**src/rtl/line_mem_pkg.sv**
```systemverilog
// rtl/line_mem_pkg.sv - shared types and constants for the line memory arbiter
package line_mem_pkg;

  typedef enum logic {
    IDLE = 1'b0,
    BUSY = 1'b1
  } state_e;

  typedef enum logic {
    OP_READ  = 1'b0,
    OP_WRITE = 1'b1
  } op_e;

  localparam logic PORT_I = 1'b0;
  localparam logic PORT_D = 1'b1;

  // Saturating event counter step used by the optional performance counters
  function automatic logic [31:0] sat_inc(input logic [31:0] v, input logic en);
    return (en && (v != 32'hFFFF_FFFF)) ? v + 32'd1 : v;
  endfunction

endpackage

```
**src/rtl/line_mem_arbiter_rr_arb2.sv**
```systemverilog
// rtl/line_mem_arbiter_rr_arb2.sv - two-way round-robin pick
// On a tie the port that did not win last time is chosen.
module rr_arb2
  import line_mem_pkg::*;
(
  input  logic req0,
  input  logic req1,
  input  logic last_grant,
  output logic valid,
  output logic grant
);

  always_comb begin
    valid = req0 | req1;
    if (req0 && req1) begin
      grant = (last_grant == PORT_I) ? PORT_D : PORT_I;
    end else begin
      grant = req1 ? PORT_D : PORT_I;
    end
  end

endmodule

```
**src/rtl/line_mem_arbiter.sv**
```systemverilog
// rtl/line_mem_arbiter.sv - round-robin share of one line-wide memory port between two caches
// Optional grant/wait counters are built when ARB_PERF_CNT_EN is defined.
module line_mem_arbiter
  import line_mem_pkg::*;
#(
  parameter int ADDR_WIDTH = 32,
  parameter int LINE_WIDTH = 128
) (
  input  logic                  clk,
  input  logic                  rstn,
  input  logic                  p0_r,
  input  logic                  p0_w,
  input  logic [ADDR_WIDTH-1:0] p0_addr,
  input  logic [LINE_WIDTH-1:0] p0_w_data,
  output logic [LINE_WIDTH-1:0] p0_r_data,
  output logic                  p0_ready,
  input  logic                  p1_r,
  input  logic                  p1_w,
  input  logic [ADDR_WIDTH-1:0] p1_addr,
  input  logic [LINE_WIDTH-1:0] p1_w_data,
  output logic [LINE_WIDTH-1:0] p1_r_data,
  output logic                  p1_ready,
  output logic                  m_r,
  output logic                  m_w,
  output logic [ADDR_WIDTH-1:0] m_addr,
  output logic [LINE_WIDTH-1:0] m_w_data,
  input  logic [LINE_WIDTH-1:0] m_r_data,
  input  logic                  m_ready
`ifdef ARB_PERF_CNT_EN
  ,
  output logic [31:0]           p0_grant_cnt,
  output logic [31:0]           p1_grant_cnt,
  output logic [31:0]           p0_wait_cnt,
  output logic [31:0]           p1_wait_cnt
`endif
);

  state_e                  state_q, state_d;
  logic                    grant_q, grant_d;
  logic                    last_grant_q, last_grant_d;
  op_e                     op_q, op_d;
  logic [ADDR_WIDTH-1:0]   addr_q, addr_d;
  logic [LINE_WIDTH-1:0]   wdata_q, wdata_d;

  logic p0_req, p1_req;
  logic arb_valid, arb_grant;
  logic busy;
  logic grant_evt;

  assign p0_req = p0_r | p0_w;
  assign p1_req = p1_r | p1_w;
  assign busy   = (state_q == BUSY);

  rr_arb2 u_rr_arb2 (
    .req0       (p0_req),
    .req1       (p1_req),
    .last_grant (last_grant_q),
    .valid      (arb_valid),
    .grant      (arb_grant)
  );

  assign grant_evt = (state_q == IDLE) && arb_valid;

  always_comb begin
    state_d      = state_q;
    grant_d      = grant_q;
    last_grant_d = last_grant_q;
    op_d         = op_q;
    addr_d       = addr_q;
    wdata_d      = wdata_q;
    case (state_q)
      IDLE: begin
        if (arb_valid) begin
          state_d = BUSY;
          grant_d = arb_grant;
          // Write takes precedence when a port raises r and w together
          if (arb_grant == PORT_D) begin
            op_d    = p1_w ? OP_WRITE : OP_READ;
            addr_d  = p1_addr;
            wdata_d = p1_w_data;
          end else begin
            op_d    = p0_w ? OP_WRITE : OP_READ;
            addr_d  = p0_addr;
            wdata_d = p0_w_data;
          end
        end
      end
      BUSY: begin
        if (m_ready) begin
          state_d      = IDLE;
          last_grant_d = grant_q;
        end
      end
      default: state_d = IDLE;
    endcase
  end

  always_ff @(posedge clk or negedge rstn) begin
    if (!rstn) begin
      state_q      <= IDLE;
      grant_q      <= PORT_I;
      last_grant_q <= PORT_D;
      op_q         <= OP_READ;
      addr_q       <= '0;
      wdata_q      <= '0;
    end else begin
      state_q      <= state_d;
      grant_q      <= grant_d;
      last_grant_q <= last_grant_d;
      op_q         <= op_d;
      addr_q       <= addr_d;
      wdata_q      <= wdata_d;
    end
  end

  // Downstream request comes only from the latch, so upstream changes after grant are invisible
  assign m_r      = busy && (op_q == OP_READ);
  assign m_w      = busy && (op_q == OP_WRITE);
  assign m_addr   = addr_q;
  assign m_w_data = wdata_q;

  assign p0_ready  = busy && m_ready && (grant_q == PORT_I);
  assign p1_ready  = busy && m_ready && (grant_q == PORT_D);
  assign p0_r_data = m_r_data;
  assign p1_r_data = m_r_data;

`ifdef ARB_PERF_CNT_EN
  logic [31:0] p0_grant_cnt_q, p0_grant_cnt_d;
  logic [31:0] p1_grant_cnt_q, p1_grant_cnt_d;
  logic [31:0] p0_wait_cnt_q, p0_wait_cnt_d;
  logic [31:0] p1_wait_cnt_q, p1_wait_cnt_d;

  always_comb begin
    p0_grant_cnt_d = sat_inc(p0_grant_cnt_q, grant_evt && (arb_grant == PORT_I));
    p1_grant_cnt_d = sat_inc(p1_grant_cnt_q, grant_evt && (arb_grant == PORT_D));
    p0_wait_cnt_d  = sat_inc(p0_wait_cnt_q, p0_req && !(busy && (grant_q == PORT_I)));
    p1_wait_cnt_d  = sat_inc(p1_wait_cnt_q, p1_req && !(busy && (grant_q == PORT_D)));
  end

  always_ff @(posedge clk or negedge rstn) begin
    if (!rstn) begin
      p0_grant_cnt_q <= '0;
      p1_grant_cnt_q <= '0;
      p0_wait_cnt_q  <= '0;
      p1_wait_cnt_q  <= '0;
    end else begin
      p0_grant_cnt_q <= p0_grant_cnt_d;
      p1_grant_cnt_q <= p1_grant_cnt_d;
      p0_wait_cnt_q  <= p0_wait_cnt_d;
      p1_wait_cnt_q  <= p1_wait_cnt_d;
    end
  end

  assign p0_grant_cnt = p0_grant_cnt_q;
  assign p1_grant_cnt = p1_grant_cnt_q;
  assign p0_wait_cnt  = p0_wait_cnt_q;
  assign p1_wait_cnt  = p1_wait_cnt_q;
`else
  logic unused_grant_evt;
  assign unused_grant_evt = grant_evt;
`endif

endmodule

```
**config.mk**
```make
export PLATFORM = sky130hd
export DESIGN_NAME = line_mem_arbiter
export DESIGN_NICKNAME = d
export VERILOG_FILES = /design/src/rtl/line_mem_pkg.sv /design/src/rtl/line_mem_arbiter_rr_arb2.sv /design/src/rtl/line_mem_arbiter.sv
export SDC_FILE = /design/constraint.sdc
export NUM_CORES = 1
export LEC_CHECK = 0
export BUFFER_PORTS_ARGS = -buffer_cell sky130_fd_sc_hd__buf_2
export CAP_MARGIN = 20
export CELL_PAD_IN_SITES_DETAIL_PLACEMENT = 1
export CELL_PAD_IN_SITES_GLOBAL_PLACEMENT = 1
export CORE_AREA = 10 10 335 337
export CTS_CLUSTER_SIZE = 20
export DETAILED_ROUTE_END_ITERATION = 8
export DIE_AREA = 0 0 345 347
export PLACE_DENSITY_LB_ADDON = 0.1
export SYNTH_ARGS = -nofsm -noshare
export SYNTH_HDL_FRONTEND = slang
export SYNTH_SLANG_ARGS = --single-unit
```
**constraint.sdc**
```tcl
create_clock -name clk -period 1.8 [get_ports clk]
set_clock_uncertainty 0.1 [all_clocks]
set_input_delay 0.09 -clock clk [delete_from_list [all_inputs] [get_ports clk]]
set_output_delay 0.09 -clock clk [all_outputs]
set_load 0.01 [all_outputs]
```
* After elaboration in Yosys (flattened, before gate mapping)
Index checks and enable logic that the tools add are counted.
** Storage, ports and cells
- Register bits after elaboration :: 164
- Input port bits :: 455
** Cells by class
- Multiplexer cells :: 11
- Bitwise logic cells :: 6
- Reductions and logical operators :: 8
** Operators by type and width (number)
- $mux W128 :: 1
- $mux W32 :: 1
- $mux W1 :: 8
- $logic_and A1 B1 Y1 :: 6
- $reduce_and A2 Y1 :: 2
- $not A1 Y1 :: 3
- $or A1 B1 Y1 :: 3
- $pmux W1 S2 :: 1

* Longest topological paths before layout
Gate-level depths: netlist of run 1.
- Word-level depth :: 4
- Depth in mapped cells :: 6

* Modules after synthesis
A second synthesis of run 1 with hierarchy kept.
** Unflattened totals
- Cells, all modules :: 793
- Area total of the unflattened synthesis :: 10304.9 um^2
** Modules (own cells, without submodules)
- line_mem_arbiter :: times used 1, cells an instance 791, area each 10291.1 um^2
- rr_arb2 :: times used 1, cells an instance 2, area each 13.8 um^2

* Worst setup path after synthesis of run 1
No wires, ideal clock.
- Path type :: flip-flop to flip-flop
- Start :: reg last_grant_q
- End :: reg addr_q[1] (netlist: m_addr[1])
- Setup time :: 131 ps
- Arrival time :: 1330 ps
- Required time :: 1569 ps
- Setup slack :: 239 ps
- Cell stages (with the launch flop) :: 6
- Buffers on the path :: 2
- Clock period less this slack :: 1561 ps
- Cells stage by stage :: dfstp_2 o21ai_1 buf_2 buf_2 a311oi_1 a2bb2oi_1
** On the way
- Word-level cells in the longest chain between the ends :: 3
** RTL lines
- start: declaration :: line line_mem_arbiter.sv:40 : logic last_grant_q, last_grant_d;
- start signal: assignment :: line line_mem_arbiter.sv:109 : last_grant_q <= last_grant_d;
- $mux W1 :: line line_mem_arbiter_rr_arb2.sv:16 : grant = (last_grant == PORT_I) ? PORT_D : PORT_I;
- $mux W1 :: line line_mem_arbiter_rr_arb2.sv:15 : if (req0 && req1) begin
- $mux W32 :: line line_mem_arbiter.sv:77 : if (arb_grant == PORT_D) begin
- end signal: assignment :: line line_mem_arbiter.sv:111 : addr_q <= addr_d;
- end: declaration :: line line_mem_arbiter.sv:42 : logic [ADDR_WIDTH-1:0] addr_q, addr_d;
Every way passes these cells.
A chain may end at the register's enable or synchronous reset.

* Worst setup path after layout of run 1
- Start :: reg last_grant_q
- End :: reg wdata_q[89] (netlist: m_w_data[89])
** On the way
- Word-level cells in the longest chain between the ends :: 3
** RTL lines
- $mux W1 :: line line_mem_arbiter_rr_arb2.sv:16
- $mux W1 :: line line_mem_arbiter_rr_arb2.sv:15
- $mux W128 :: line line_mem_arbiter.sv:77
- end signal: assignment :: line line_mem_arbiter.sv:112 : wdata_q <= wdata_d;
- end: declaration :: line line_mem_arbiter.sv:43 : logic [LINE_WIDTH-1:0] wdata_q, wdata_d;
Every way passes these cells.

==> results of run 1 <==
-- state kept, by name, summed over array words and instances (netlist names) --
signal        flops
m_addr           32
m_w_data        128
grant_q           1
op_q              1
last_grant_q      1
busy              1
-- area by class of cell --
class / count / area share
repair buffers: 896 / 0.385
well taps: 1391 / 0.0987
multi-input cells: 503 / 0.247
clock buffers: 17 / 0.0241
diodes: 7 / 0.000993
clock inverters: 15 / 0.0109
flip-flops and latches: 164 / 0.233
-- per-stage QoR --
step	hold slack [ns]	cell area (sq um)	total power, mW	TNS (ns)	setup WS [ns]
6_report	0.0800	17600	15.6	-0.473	-0.0469
3_3_place_gp	-0.0330	12900	10.4	-30.31	-0.301
2_1_floorplan	-0.306	10300	7.95	0	0.239
4_1_cts	0.0330	17000	15.7	-0.944	-0.129
3_5_place_dp	-0.0354	12900	10.4	-34.69	-0.327
5_1_grt	0.0800	17600	16.6	-3.17	-0.121
-- repair_timing --
action / in CTS / in global routing
resized for setup: 18 / 83
cloned: 3 / 3
pin swaps: 1 / 14
endpoints found under the setup margin: 155 / 56
hold buffers: 326 / 0
hold endpoints to repair: 326 / 0
setup buffers: 9 / 4
-- cells in the mapped netlist --
cell	number
a2bb2oi_1	160
or2_2	1
dfstp_2	1
a311oi_1	160
nor2b_1	1
nand2_1	2
nor2_1	2
o21a_1	1
nor3_1	1
a21o_1	2
nand2b_1	1
mux2i_1	1
or2_1	1
a21oi_1	1
dfrtp_1	163
and3_1	1
o21ai_0	161
o21ai_1	1
buf_2	46
buf_4	258
nor4_4	1
buf_6	2
and2_1	1
nor2_2	2
clkbuf_1	73
o31ai_1	1
-- cells by family after synthesis --
family	share of synthesized area
muxes	0.000970
and+or+nand+nor	0.00885
AOI/OAI and AO/OA	0.354
buffers and inverters	0.239
DFF	0.398
-- layer usage --
layer	GRT usage	share of wire	vias to the layer above
li1	-	-	4881
met1	0.124	0.37	5509
met2	0.218	0.52	561
met3	0.0545	0.089	129
met4	0.0360	0.024	14
met5	0	0.0011	-
-- worst max path at each step --
stage                                   from                        end  slack (ns)  depth (start not counted)
floorplan           last_grant_q$_DFFE_PN1P_      m_addr[1]$_DFFE_PN0P_        0.24                          5
global placement              busy$_DFF_PN0_   m_w_data[23]$_DFFE_PN0P_       -0.30                          3
CTS                 last_grant_q$_DFFE_PN1P_  m_w_data[105]$_DFFE_PN0P_       -0.13                          4
detailed placement            busy$_DFF_PN0_   m_w_data[23]$_DFFE_PN0P_       -0.33                          3
global route        last_grant_q$_DFFE_PN1P_   m_w_data[89]$_DFFE_PN0P_       -0.12                          5
finish              last_grant_q$_DFFE_PN1P_   m_w_data[89]$_DFFE_PN0P_       -0.05                          5
-- power by group --
part / switching [mW] / internal, mW / leakage [nW] / total (mW)
sequential: 0.555 / 4.53 / 1.83 / 5.09
combinational: 3.26 / 2.90 / 4.90 / 6.16
clock: 2.10 / 2.22 / 0.306 / 4.32
==> flow_summary_export.csv, run 1 <==
group,metric,value,unit
timing,worstMarginPinSlew,0.823,ns
finish,drive_gt1_frac,0.426,
die,initial_core_util,0.0982,
finish,nFillCells,12300,
clock_tree,cts_tree,"done",
clock_tree,cts-buffers-inserted,17,
grt,overflow,0,
flow_run,maxCapViolations,0,
finish,fin_cells,2993,
logic_synthesis,yosys.area.top_type_share,0.395,
placement,numPortBuffers,490,
finish,multiInputGateArea,0.00436,sq mm
finish,nets,2037,
pwr,ir_drop,0.000534,V
grt,grt_max_degree,98,
clock_tree,clk_latency,0.50,ns
critical_path,crit_buf_inv,2,
hold_path,worstHoldPathType,"primary input to primary output",
logic_synthesis,synth_seq_cells,164,
critical_path,cp-start-kind,"flop",
timing,fin_crit,1.85,ns
die,fp.dieH,347,microns
logic_synthesis,synth_cells,1045,
die,rows,119,
critical_path,cp.arrival,2.13,ns
placement,dp_cells,2609,
critical_path,timing.rr.end,"m_w_data[89]$_DFFE_PN0P_",
hold_path,worstHoldStart,"m_r_data[125]",
grt,grt_usage,0.121,
grt,grt_pass1_vias,12900,
logic_synthesis,ys_seq_area_frac,0.398,
die,die_w,345,microns
route,firstDrtPassIters,4,
logic_synthesis,yosys-top-cells-area,"dfrtp_1 (40%), buf_4 (19%), a2bb2oi_1 (14%)",
die,core_area,0.105,sq mm
critical_path,reg2reg_depth,5,
outcome,violations,"setup timing",
grt,grt_pass1_wl,105000,microns
logic_synthesis,syn_area_per_cell,9.87,sq um
logic_synthesis,yosysTopAreaCell,"dfrtp_1",
timing,slew_headroom,0.451,
route,avgViaCountPerCell,3.71,
critical_path,reg2reg_slack,-0.05,ns
timing,post-route-worst-setup-slack,-0.0469,ns
clock_tree,cts-htree-levels,4,
route,routed_wl,76700,microns
route,drc,0,
clock_tree,cts_root_buf,"clkbuf_16",
timing,max_freq,541,MHz
logic_synthesis,yosysUniqueCellTypes,26,
timing,setup_violations,26,
placement,place.detailed.hpwl,55300,microns
route,drt_iter0_markers,374,
timing,rsz0062_at_grt,"true",
critical_path,worst-setup-path-type,"flop to flop",
die,ios,875,
critical_path,r2r_start,"last_grant_q$_DFFE_PN1P_",
timing,finalCritPeriodShare,1.03,
critical_path,crit_required,2.08,ns
hold_path,hold_end,"p1_r_data[125]",
critical_path,cp_max_fo,55,
timing,slew_violations,0,
route,wl_per_cell,25.6,microns
clock_tree,clockBufferDepth,2,
logic_synthesis,yosysWarnings,0,
critical_path,cpLargestDelayFamily,"flip-flops",
route,drtAntennaViolNets,0,
clock_tree,clock_sinks,164,
critical_path,critPathSlowestCell,"dfstp_2",
finish,final_cell_mix,"buf_2 (487), dlygate4sd3_1 (325), dfrtp_1 (162)",
placement,gp_congestion,0.709,
critical_path,end_kind,"flop",
logic_synthesis,synth_nets,1500,
outcome,status,"finished with violations",
route,dr_total_vias,11100,
finish,syn_to_final_growth,70.9,%
finish,mostFrequentLayoutCell,"buf_2",
pwr,p_leak,7.04,nW
finish,seqCellArea,0.00411,sq mm
timing,hold_viol_final,0,
critical_path,max_stage_delay,0.61,ns
pwr,power_density,883,mW/mm^2
clock_tree,clk_pin_slew,0.08,ns
logic_synthesis,syn-cell-area,0.0103,sq mm
die,die_area,0.120,sq mm
hold_path,worstHoldPathCells,0,
grt,antenna_found_initial,16,
critical_path,cp_cell_sequence,"o21ai_4 -> buf_4 -> buf_12 -> a311oi_1 -> a2bb2oi_1",
finish,utilization,0.168,
Power figures use the tool's default switching activity.
==> run 2: changes to the inputs <==
Settings changed: TNS_END_PERCENT set to 5.
==> run 2 against run 1 <==
The run still ends with setup timing left; core utilization is 0.35 points lower; register-to-register slack worse by 0.05 ns; global-route usage stayed put; combinational power is 4.7% lower; clock power hardly changed; design area is 2.1% lower; hold slack hardly changed; first-iteration DRC count is 4.3% lower; maximum frequency is 2.5% lower; non-clock buffer count is 7 lower; via count is 0.58% lower; critical path type unchanged; largest cell class unchanged; largest power group unchanged; highest routed layer unchanged.
==> flow_summary_export.csv, run 2 (synthesis results as in run 1) <==
group,metric,value,unit
timing,slew_headroom,0.457,
finish,nFillCells,12300,
critical_path,reg2reg_slack,-0.09,ns
hold_path,hold_end,"p0_r_data[63]",
finish,syn_to_final_growth,67.4,%
clock_tree,cts-buffers-inserted,17,
placement,placed_area,0.0129,sq mm
finish,final_cell_mix,"buf_2 (487), dlygate4sd3_1 (325), dfrtp_1 (162)",
placement,place.detailed.hpwl,55300,microns
die,initial_core_util,0.0982,
placement,numPortBuffers,490,
timing,worstMarginPinSlew,0.814,ns
finish,drive_gt1_frac,0.405,
grt,grt_pass1_wl,105000,microns
timing,post-route-worst-setup-slack,-0.0945,ns
pwr,report.power.total,15.3,mW
timing,setup_violations,9,
critical_path,r2r_start,"last_grant_q$_DFFE_PN1P_",
hold_path,worstHoldStart,"m_r_data[63]",
timing,finalCritPeriodShare,1.05,
clock_tree,cts_root_buf,"clkbuf_16",
grt,overflow,0,
clock_tree,cts_tree,"done",
timing,fin_crit,1.89,ns
grt,grt_usage,0.121,
finish,final_cell_area,0.0173,sq mm
pwr,p_switching,5.75,mW
clock_tree,clk_pin_slew,0.07,ns
clock_tree,clockBufferDepth,2,
die,die_area,0.120,sq mm
route,routed_wl,75200,microns
critical_path,worst-setup-path-type,"flop to flop",
clock_tree,cts-htree-levels,4,
pwr,power_density,884,mW/mm^2
clock_tree,clock_sinks,164,
critical_path,cp_max_fo,62,
hold_path,worstHoldPathType,"primary input to primary output",
pwr,p_int,9.52,mW
pwr,p_sw_frac,0.376,
timing,hold_viol_final,0,
critical_path,reg2reg_depth,4,
route,drtAntennaViolNets,0,
route,wl_per_cell,25.2,microns
finish,largest_reg_flops,128,
route,drc,0,
finish,utilization,0.164,
grt,grt_pass1_vias,12900,
critical_path,cp-start-kind,"flop",
placement,place_ws,-0.327,ns
route,firstDrtPassIters,4,
route,drt_iter0_markers,358,
die,ios,875,
die,die_w,345,microns
timing,slew_violations,0,
pwr,ir_drop,0.000535,V
critical_path,timing.rr.end,"m_addr[2]$_DFFE_PN0P_",
route,dr_total_vias,11000,
finish,mostFrequentLayoutCell,"buf_2",
outcome,violations,"setup timing",
critical_path,end_kind,"flop",
die,fp.dieH,347,microns
pwr,pwr-share-clk,0.282,
grt,antenna_found_initial,16,
placement,gp_congestion,0.709,
clock_tree,clk_latency,0.50,ns
pwr,p_leak,6.94,nW
timing,whs,0.0800,ns
route,avgViaCountPerCell,3.69,
timing,max_freq,528,MHz
pwr,power_frac_comb,0.385,
die,rows,119,
pwr,power_frac_seq,0.333,
grt,grt_max_degree,98,
outcome,status,"finished with violations",
critical_path,cp.arrival,2.17,ns
critical_path,crit_required,2.07,ns
hold_path,worstHoldPathCells,0,
die,core_area,0.105,sq mm
timing,rsz0062_at_grt,"true",
flow_run,maxCapViolations,0,
finish,nets,2030,
[run 2: critical path, stage by stage (launching register included)]
cell and delay (ns):
dfstp_2 0.61, o21ai_4 0.11, buf_12 0.20, a311oi_1 0.47, a2bb2oi_1 0.12
[run 2: layout make-up]
class	count	area, sq um	area share
clock buffer	17	425	0.0246
sequential	164	4110	0.238
antenna	8	20.0	0.00116
timing repair buffer	889	6690	0.388
multi-input combinational	503	4090	0.237
clock inverter	15	193	0.0112
tap	1391	1740	0.101
[run 2: power groups by stage]
stage	registers (mW)	logic [mW]	clock network (mW)
3_3_place_gp	5.18	5.23	0
3_5_place_dp	5.14	5.24	0
6_report	5.08	5.87	4.31
5_1_grt	5.21	6.41	4.67
2_1_floorplan	5.44	2.51	0
4_1_cts	5.10	6.00	4.59
[run 2: timing repair]
action | CTS | global route
cloned | 3 | 0
gates resized for setup | 18 | 38
hold buffers | 326 | 0
pin swaps | 1 | 5
hold endpoints to repair | 326 | 0
setup endpoints to repair | 155 | 56
buffers inserted | 9 | 0
[run 2: per-stage QoR]
stage                     instances  TNS, ns
after CTS                      2979   -0.944
after floorplan                1045        0
after detailed placement       2609   -34.69
final                          2987   -0.488
after global routing           2985    -1.85
after global placement         2609   -30.31
[run 2: worst max path at each step]
stage                                   startpoint                         to  depth (start not counted)
after floorplan           last_grant_q$_DFFE_PN1P_      m_addr[1]$_DFFE_PN0P_                          5
after global placement              busy$_DFF_PN0_   m_w_data[23]$_DFFE_PN0P_                          3
after detailed placement            busy$_DFF_PN0_   m_w_data[23]$_DFFE_PN0P_                          3
after CTS                 last_grant_q$_DFFE_PN1P_  m_w_data[105]$_DFFE_PN0P_                          4
after global routing      last_grant_q$_DFFE_PN1P_   m_w_data[99]$_DFFE_PN0P_                          4
final                     last_grant_q$_DFFE_PN1P_      m_addr[2]$_DFFE_PN0P_                          4
[run 2: layer usage]
metal	part of all wire	vias up	GRT usage	wire (microns)
met5	0.0011	-	0	85
met4	0.024	14	0.0360	1770
met3	0.091	123	0.0545	6860
met2	0.52	558	0.218	38800
met1	0.37	5477	0.124	27700
li1	-	4858	-	-
==> run 3: changes to the inputs <==
Settings changed: ABC_AREA set to 1, CORE_AREA 10 10 335 337 to 10 10 334 336, DIE_AREA 0 0 345 347 to 0 0 344 346.
==> run 3 against run 2 <==
The run now ends clean; maximum frequency rose by 13%; clock-buffer cell count rose by 3; critical path depth rose by 4; sequential power rose by 33%; final cell count rose by 21%; non-clock buffer count fell by 10; global-route usage fell by 1.7 points; die area fell by 0.58%; synthesized cell count rose by 58%; power rose by 45%; design area rose by 2.2%; via count rose by 8.3%.
==> flow_summary_export.csv, run 3 <==
group,metric,value,unit
critical_path,cp_max_fo,42,
critical_path,cpLargestDelayFamily,"buffers and inverters",
critical_path,crit_buf_inv,4,
placement,place.detailed.hpwl,47700,microns
pwr,ir_drop,0.000554,V
grt,grt_pass1_wl,92800,microns
logic_synthesis,synth_cells,1654,
critical_path,reg2reg_depth,6,
pwr,p_leak,9.81,nW
logic_synthesis,syn_area_per_cell,6.73,sq um
die,rows,119,
critical_path,critPathSlowestCell,"dlygate4sd3_1",
critical_path,crit_required,2.10,ns
clock_tree,clock_sinks,164,
timing,fin_tns_setup,0,ns
timing,post-route-worst-setup-slack,0.127,ns
critical_path,timing.rr.end,"m_w_data[88]$_DFFE_PN0P_",
timing,whs,0.0467,ns
finish,fin_cells,3615,
placement,gp_congestion,0.722,
finish,syn_to_final_growth,58.7,%
logic_synthesis,ys_async_sr_fraction,1.00,
critical_path,cp-start-kind,"primary input",
logic_synthesis,synth.most_common_cell,"nand2_1",
logic_synthesis,synth_seq_cells,164,
logic_synthesis,syn-cell-area,0.0111,sq mm
grt,grt_pass1_vias,13900,
finish,largest_reg_flops,128,
route,avgViaCountPerCell,3.30,
route,wl_per_cell,17.3,microns
hold_path,worstHoldPathType,"primary input to async pin",
critical_path,end_kind,"flop",
finish,drive_gt1_frac,0.266,
logic_synthesis,ys.flop_type,"dfrtp_1",
finish,final_cell_mix,"nand2_1 (490), buf_2 (489), dlygate4sd3_1 (326)",
logic_synthesis,ys_seq_area_frac,0.369,
clock_tree,post-cts-setup-buffer-count,0,
timing,worstMarginPinSlew,0.841,ns
pwr,report.power.total,22.2,mW
logic_synthesis,yosysUniqueCellTypes,15,
die,fp.dieH,346,microns
route,drtAntennaViolNets,0,
logic_synthesis,synth_edf_count,0,
clock_tree,clk_pin_slew,0.08,ns
logic_synthesis,netlist_top_cells_count,"nand2_1 (491), inv_1 (324), nand3_1 (321), buf_4 (256), dfrtp_1 (163)",
timing,setup_violations,0,
critical_path,cp.arrival,1.97,ns
logic_synthesis,yosysWarnings,0,
critical_path,reg2reg_slack,0.20,ns
timing,hold_viol_final,0,
flow_run,maxCapViolations,0,
die,die_w,344,microns
route,routed_wl,62700,microns
clock_tree,clk_latency,0.50,ns
route,drc,0,
logic_synthesis,yosys.area.top_type_share,0.367,
route,firstDrtPassIters,5,
placement,place_ws,0.146,ns
timing,finalCritPeriodShare,0.930,
critical_path,cp_cell_sequence,"dlygate4sd3_1 -> buf_2 -> o21ai_4 -> buf_12 -> buf_12 -> nand3_1 -> nand3_1 -> nand2_1",
timing,fin_crit,1.67,ns
clock_tree,cts_root_buf,"clkbuf_16",
grt,grt_usage,0.104,
timing,max_freq,598,MHz
clock_tree,cts-htree-levels,4,
die,initial_core_util,0.106,
critical_path,worst-setup-path-type,"primary input to flop",
clock_tree,clockBufferDepth,2,
critical_path,r2r_start,"last_grant_q$_DFFE_PN1P_",
timing,slew_violations,0,
grt,overflow,0,
clock_tree,cts.repair.resized,0,
pwr,power_density,1260,mW/mm^2
logic_synthesis,yosysTopAreaCell,"dfrtp_1",
logic_synthesis,yosys-top-cells-area,"dfrtp_1 (37%), buf_4 (17%), nand2_1 (17%)",
die,ios,875,
outcome,status,"finished clean",
grt,antenna_found_initial,4,
grt,grt_max_degree,55,
clock_tree,cts.hold.buffers_added,326,
die,die_area,0.119,sq mm
critical_path,max_stage_delay,0.56,ns
placement,dp_cells,3256,
die,core_area,0.105,sq mm
finish,nets,2665,
route,dr_total_vias,11900,
route,drt_iter0_markers,383,
logic_synthesis,synth_nets,2109,
timing,rsz0062_at_grt,"false",
finish,mostFrequentLayoutCell,"nand2_1",
timing,slew_headroom,0.437,
clock_tree,cts_tree,"done",
placement,numPortBuffers,490,
clock_tree,cts-buffers-inserted,17,
[run 3: changes by cell type after synthesis, moves of 3 or more]
cell	change
nand3_1	+321
inv_1	+324
nor2_1	+3
a311oi_1	-160
buf_1	+12
buf_2	-5
o21ai_0	-159
nand2_1	+489
clkbuf_1	-40
a2bb2oi_1	-160
[run 3: final cells by class]
cell class / instances / area, sq um
Multi-Input combinational cell: 822 / 3530
Clock inverter: 11 / 103
Tap cell: 1391 / 1740
Fill cell: 12700 / 87200
Timing Repair Buffer: 879 / 6470
Sequential cell: 164 / 4110
Clock buffer: 20 / 467
Antenna cell: 2 / 5.00
Inverter: 326 / 1230
[run 3: cell families (layout without fill, tap and decap cells)]
| logic type | after synthesis | after routing | synth area share |
|---|---|---|---|
| simple gates | 818 | 818 | 0.312 |
| buf+inv | 668 | 1236 | 0.316 |
| flops | 164 | 164 | 0.369 |
| compound gates | 4 | 4 | 0.00214 |
| other cells | 0 | 2 | 0 |
[run 3: through the flow]
| stage | cell area, sq um | utilization |
|---|---|---|
| floorplan | 11100 | - |
| global placement | 13800 | 0.132 |
| detailed placement | 13800 | 0.132 |
| CTS | 17600 | 0.168 |
| global route | 17700 | 0.168 |
| finish | 17700 | 0.168 |
[run 3: report_power, final]
part | internal, mW | total [mW] | leakage, nW | switching, mW
Sequential | 5.58 | 6.75 | 1.97 | 1.16
Combinational | 4.39 | 11.5 | 7.56 | 7.16
Clock | 2.01 | 3.92 | 0.275 | 1.91
Total | 12.0 | 22.2 | 9.81 | 10.2
[run 3: worst max-delay path by stage]
stage               slack [ns]  depth (start not counted)                         to                      from
floorplan                 0.33                          7      m_addr[2]$_DFFE_PN0P_  last_grant_q$_DFFE_PN1P_
global placement          0.14                          6   m_w_data[88]$_DFFE_PN0P_  last_grant_q$_DFFE_PN1P_
detailed placement        0.15                          6   m_w_data[88]$_DFFE_PN0P_  last_grant_q$_DFFE_PN1P_
CTS                       0.14                          6   m_w_data[88]$_DFFE_PN0P_  last_grant_q$_DFFE_PN1P_
global route              0.05                          8  m_w_data[111]$_DFFE_PN0P_                      p0_w
finish                    0.13                          8   m_w_data[96]$_DFFE_PN0P_                      p0_w
[run 3: layer usage]
layer  vias to the layer above  routed length (microns)  track usage
li1                       5765                        -            -
met2                       401                    29000        0.169
met5                         -                       28            0
met1                      5624                    26300        0.121
met4                         6                     2570       0.0507
met3                       151                     4760       0.0361
[run 3: worst reg2reg max path: stages, from the launching register on]
cell and delay [ns]:
dfstp_2 0.55, o21ai_4 0.09, nand2_8 0.18, buf_12 0.28
nand2_1 0.16, nand3_1 0.09, nand2_1 0.05
